<file path="config.mk">
export PLATFORM = sky130hd
export DESIGN_NAME = pc_unit
export DESIGN_NICKNAME = d
export VERILOG_FILES = /design/src/rtl/pc_unit.sv
export SDC_FILE = /design/constraint.sdc
export NUM_CORES = 1
export LEC_CHECK = 0
export CAP_MARGIN = 0
export CELL_PAD_IN_SITES_DETAIL_PLACEMENT = 0
export CELL_PAD_IN_SITES_GLOBAL_PLACEMENT = 2
export CORE_UTILIZATION = 28
export DETAILED_ROUTE_END_ITERATION = 16
export GPL_TIMING_DRIVEN = 1
export PLACE_DENSITY_LB_ADDON = 0.1
export SLEW_MARGIN = 20
export SYNTH_ARGS = -nofsm -noshare
export SYNTH_HDL_FRONTEND = slang
export SYNTH_SLANG_ARGS = --single-unit
</file>
<file path="constraint.sdc">
create_clock -name clk -period 11.1 [get_ports clk]
set_input_delay 1.665 -clock clk [delete_from_list [all_inputs] [get_ports clk]]
set_output_delay 1.665 -clock clk [all_outputs]
set_load 0.05 [all_outputs]
</file>
<file path="src/rtl/pc_unit.sv">
// ---------------------------------------------------------------------------
// pc_unit -- program-counter unit for the monocycle MIPS CPU.
//
// Holds the PC register and selects the next PC. The candidate targets are:
// sequential, branch, jump, jump-register, exception and exception-return.
// The unit also provides stall, a reset vector, an exception PC (EPC)
// register and a retired-instruction counter. All state changes on the
// FALLING edge of clk, so instruction memory can read on the rising edge
// against a PC that has been stable for half a cycle.
//
// Build option:
//   PC_ALIGN_CHECK_EN  when defined, a jr/eret target with bits [1:0] != 0
//                      raises an exception instead of being loaded, and
//                      addr_err pulses for one cycle. When undefined,
//                      targets load verbatim and addr_err is tied to 0.
//
// Ports:
//   clk            single clock (state updates on negedge)
//   rst            synchronous active-high reset, sampled on negedge
//   stall          hold PC, EPC and counter (an exception still wins)
//   branch_taken   conditional branch resolved taken
//   branch_offset  signed word offset (imm16)
//   jump           J/JAL
//   jump_index     26-bit instruction index
//   jr             JR/JALR
//   jr_target      register-sourced target
//   exc            exception request
//   eret           return from exception
//   pc_out         current PC
//   pc_plus4       pc_out + 4, combinational (link address)
//   epc_out        saved exception PC
//   instr_count    retired-instruction count (wraps)
//   addr_err       registered misaligned-target flag
// ---------------------------------------------------------------------------
module pc_unit #(
  parameter int unsigned            WIDTH        = 32,
  parameter logic [WIDTH-1:0]       RESET_VECTOR = WIDTH'(32'h0000_0000),
  parameter logic [WIDTH-1:0]       EXC_VECTOR   = WIDTH'(32'h0000_0180),
  parameter int unsigned            CNT_WIDTH    = 32
) (
  input  logic                 clk,
  input  logic                 rst,
  input  logic                 stall,
  input  logic                 branch_taken,
  input  logic [15:0]          branch_offset,
  input  logic                 jump,
  input  logic [25:0]          jump_index,
  input  logic                 jr,
  input  logic [WIDTH-1:0]     jr_target,
  input  logic                 exc,
  input  logic                 eret,
  output logic [WIDTH-1:0]     pc_out,
  output logic [WIDTH-1:0]     pc_plus4,
  output logic [WIDTH-1:0]     epc_out,
  output logic [CNT_WIDTH-1:0] instr_count,
  output logic                 addr_err
);

  typedef enum logic [2:0] {
    SRC_SEQ,
    SRC_BRANCH,
    SRC_JUMP,
    SRC_JR,
    SRC_ERET,
    SRC_EXC,
    SRC_HOLD
  } pc_src_e;

  logic [WIDTH-1:0]     pc_q;
  logic [WIDTH-1:0]     epc_q;
  logic [CNT_WIDTH-1:0] cnt_q;

  pc_src_e              src;
  logic [WIDTH-1:0]     next_target;
  logic [WIDTH-1:0]     branch_disp;
  logic                 align_fault;
  logic                 take_exc;
  logic                 advance;

  assign pc_out      = pc_q;
  assign epc_out     = epc_q;
  assign instr_count = cnt_q;
  assign pc_plus4    = pc_q + WIDTH'(4);

  // Sign-extended word offset, scaled to a byte displacement.
  assign branch_disp = {{(WIDTH-18){branch_offset[15]}}, branch_offset, 2'b00};

  // Source priority: exc beats stall, and stall drops every other redirect.
  // NOTE: every signal driven here gets a default first; a path that leaves
  // one unassigned would infer a latch.
  always_comb begin
    src         = SRC_SEQ;
    next_target = pc_plus4;
    if (exc)               src = SRC_EXC;
    else if (stall)        src = SRC_HOLD;
    else if (eret)         src = SRC_ERET;
    else if (jr)           src = SRC_JR;
    else if (jump)         src = SRC_JUMP;
    else if (branch_taken) src = SRC_BRANCH;

    case (src)
      SRC_BRANCH: next_target = pc_plus4 + branch_disp;
      SRC_JUMP:   next_target = {pc_plus4[WIDTH-1:28], jump_index, 2'b00};
      SRC_JR:     next_target = jr_target;
      SRC_ERET:   next_target = epc_q;
      SRC_EXC:    next_target = EXC_VECTOR;
      SRC_HOLD:   next_target = pc_q;
      default:    next_target = pc_plus4;
    endcase
  end

`ifdef PC_ALIGN_CHECK_EN
  // A misaligned register/EPC target turns into an exception on the
  // instruction that requested it.
  assign align_fault = ((src == SRC_JR) || (src == SRC_ERET)) &&
                       (next_target[1:0] != 2'b00);

  logic addr_err_q;
  always_ff @(negedge clk) begin
    if (rst) addr_err_q <= 1'b0;
    else     addr_err_q <= align_fault;
  end
  assign addr_err = addr_err_q;
`else
  assign align_fault = 1'b0;
  assign addr_err    = 1'b0;
`endif

  assign take_exc = (src == SRC_EXC) || align_fault;
  assign advance  = !take_exc && (src != SRC_HOLD);

  // NOTE: state registers use non-blocking assignments so every register
  // samples the pre-edge values of the others (epc captures the old pc).
  always_ff @(negedge clk) begin
    if (rst) begin
      pc_q  <= RESET_VECTOR;
      epc_q <= '0;
      cnt_q <= '0;
    end else if (take_exc) begin
      epc_q <= pc_q;
      pc_q  <= EXC_VECTOR;
    end else if (advance) begin
      pc_q  <= next_target;
      cnt_q <= cnt_q + CNT_WIDTH'(1);
    end
  end

endmodule
</file>
# Word level (Yosys, flattened, before mapping)
# Index checks and enable logic that the tools add are counted.
op_classes:
  add_sub_neg: 3
  n_eq_ne: 8
  muxes: 9
  bitwise_logic: 2
  reduce_logical: 7
op_table:
  columns: ["cell", "count"]
  rows:
  - ["$pmux W32 S5", 1]
  - ["$add A32 B1 Y32 const B", 1]
  - ["$add A32 B3 Y32 const B", 1]
  - ["$add A32 B32 Y32", 1]
  - ["$mux W9", 2]
  - ["$eq A3 B3 Y1 const B", 3]
  - ["$mux W3", 3]
  - ["$eq A3 B2 Y1 const B", 2]
  - ["$reduce_and A2 Y1", 3]
  - ["$mux W2", 2]
  - ["$eq A3 B1 Y1 const B", 1]
  - ["$ne A3 B3 Y1 const B", 1]
  - ["$ne A2 B2 Y1 const B", 1]
  - ["$not A1 Y1", 2]
  - ["$reduce_bool A2 Y1", 1]
  - ["$reduce_or A2 Y1", 1]
  - ["$logic_and A1 B1 Y1", 1]
  - ["$logic_not A1 Y1", 1]
  - ["$mux W1", 1]
word_totals:
  reg_bits: 96
  input_bits: 82
  output_inout_bits: 129
  word_cells: 33

# Depth between registers and ports, before layout
logic_depth:
  word_depth: 11
  ltp_mapped: 19
  ltp_nobuf: 17

==> metrics.md <==
| Metric | Value |
|---|---|
| First-pass GRT wire length | 41,100 µm |
| WP data required | 9.44 ns |
| Arrival time at the worst endpoint | 9.16 ns |
| Dpl hpwl | 19,300 µm |
| Register area share after synthesis | 29.8% |
| Mapped Avg Cell Area | 8.09 µm² |
| Clock Path Buffers | 2 |
| Syn nets | 914 |
| Synthesis Warnings | 0 |
| Area growth, synth to finish | 47.8% |
| Mapped cell area | 0.00646 mm² |
| Final instance area | 0.00954 mm² |
| Synth top area cells | dfxtp_1 30%, nor2_1 7.4%, ha_1 6.4%, xor2_1 5.8%, mux2i_1 5.3% |
| Initial Utilization | 28.5% |
| Clock sinks | 96 |
| Max-cap violation count | 0 |
| Final ANT Viol Nets | 0 |
| Dpl cell area | 0.00886 mm² |
| GRT Util Overall | 22.5% |
| Setup Crit Path Kind | reg2out |
| Die Height | 154 µm |
| Top cell type's share of synthesized area | 29.8% |
| Die W | 154 µm |
| Worst-margin pin slew | 0.884 ns |
| Layout cell share with drive strength beyond 1 | 4.96% |
| Initial antenna violation count | 0 |
| Clock share of power | 47.4% |
| Number of global-route vias before repair | 7,291 |
| Slew Limit Fails | 0 |
| Worst Hold Class | reg2reg |
| Post-Route WL | 26,900 µm |
| Drt first pass iters | 5 |
| Async set-or-reset flop fraction in the synthesized netlist | 0% |
| Max Clock Skew | 0.0229 ns |
| Core box area | 0.0226 mm² |
| Count leader, synth | nor2_1 |
| Clock root buffer | clkbuf_16 |
| Internal power | 640 µW |
| Flop pwr share | 34.9% |
| CTS tree | yes |
| Layout Nets | 1,200 |
| Post-route total power | 1.03 mW |
| Critical Path End Type | primary output |
| Vias per inst | 5.22 |
| CTS clk-pin slew, worst paths | 0.03 ns |
| Switching Fraction | 37.8% |
| RD Place Congestion | 0.842 |
| Share of total power in combinational logic | 17.7% |
| P_sw | 389 µW |
| Ys flop type | dfxtp_1 |
| TritonCTS Buffers | 9 |
| I/O pins | 211 |
| Largest net degree at the start of global routing | 68 |
| #FFs+latches synth | 96 |
| Synth top cells by count | 127 x nor2_1, 96 x dfxtp_1, 55 x nand2_1 |
| DRC Markers | 0 |
| Total gr overflow | 0 |
| Power Density | 108 mW/mm² |
| Max IR drop VDD | 0.0755 mV |
| Fin worst setup slack | 0.276 ns |
| Final std cells w/o fill | 1,374 |
| Setup TNS | 0 ns |
| WL/cell | 19.6 µm |
| Rows | 55 |
| Yosys cell types | 64 |
| Full die area | 0.0237 mm² |
| Lkg Pwr | 3.99 nW |
| Yosys top cell by area | dfxtp_1 |
| H-tree depth | 3 |
| Pre-CTS WS | 0.732 ns |
| Placed cell count | 1,263 |
| Detailed Route Iter0 Violations | 396 |
| Final setup fails | 0 |
| RSZ-0062 raised after global routing | no |
| EDFF count, synth | 0 |
| Fin. Hold Viols | 0 |
| Relative max-transition margin | 41.1% |
| Diodes inserted | 0 |
| Clock latency on the worst-skew pair | 0.43 ns |
| # hold bufs at CTS | 0 |
| Detailed-route via count | 7,173 |
| IO buf count | 209 |
| Critical Path Fanout Max | 7 |
| Startpoint Class | register |
| # resized after CTS | 0 |
| Outcome | completed |
| Postcts setup bufs | 0 |
| Mapped Cells | 798 |
layer usage:
metal	up-vias	track usage, %	wire length (µm)
li1	3490	-	-
met5	-	0	0
met4	0	8.38	448
met3	39	7.75	1780
met2	236	37.3	12800
met1	3408	26.6	11900
power groups by stage:
| stage | Combinational (mW) | Clock, mW | Sequential (mW) |
|---|---|---|---|
| CTS | 0.184 | 0.511 | 0.359 |
| global placement | 0.184 | 0.0529 | 0.364 |
| finish | 0.182 | 0.488 | 0.359 |
| floorplan | 0.0875 | 0.0529 | 0.378 |
| detailed placement | 0.183 | 0.0529 | 0.364 |
| global route | 0.194 | 0.551 | 0.359 |
cell families after synthesis:
logic type	count (synthesis)	share of synthesized area [%]
XOR/XNOR	81	11.3
flip-flops	96	29.8
adder cells (fa/ha/maj)	34	6.71
buffers and inverters	62	3.84
multiplexers	34	5.27
AND/OR/NAND/NOR	295	21.6
AO/OA/AOI/OAI	195	21.5
other	1	0.0581
worst max-delay path, stage by stage, from the launching register on:
cell,delay (ns)
dfxtp_1,0.46
nand4_1,0.19
or4_4,0.56
nor3_1,0.59
nand3_1,0.25
xnor2_1,0.29
clkdlybuf4s50_1,0.86
worst paths after layout:
check                                     from             end  slack, ns  depth (start not counted)
worst max-delay path                 pc_out[7]    pc_plus4[24]       0.28                          6
worst min-delay path            instr_count[1]  instr_count[1]       0.51                          2
worst max register to register       pc_out[2]      pc_out[29]       6.40                         17
worst min register to register  instr_count[1]  instr_count[1]       0.51                          2
per-stage QoR:
stage	util [%]	hold slack, ns
6_report	42.1	0.511
5_1_grt	42.1	0.551
4_1_cts	42.1	0.516
3_5_place_dp	39.1	0.507
3_3_place_gp	39.1	0.502
2_1_floorplan	-	0.706
flip-flops by register name (all words and copies together) (netlist names), named ones only:
| register | count |
|---|---|
| epc_out | 32 |
| instr_count | 32 |
| pc_out | 30 |
placed cells by master (no fill, tap or decap), types with 33 or more instances in the layout:
cell / count
xnor2_1: 37
mux2i_1: 34
a21oi_1: 38
dfxtp_1: 96
xor2_1: 43
inv_1: 106
nor2_1: 125
clkdlybuf4s50_1: 207
ha_1: 33
nand2_1: 55
area by class of cell:
type	count	area (µm²)
fill	2385	13100
multi-input combinational	640	4290
timing repair buffer	231	2250
sequential	96	1920
clock inverter	103	462
tap	285	357
clock buffer	9	225
inverter	10	37.5
No activity file was read; power rests on OpenSTA's default activity.
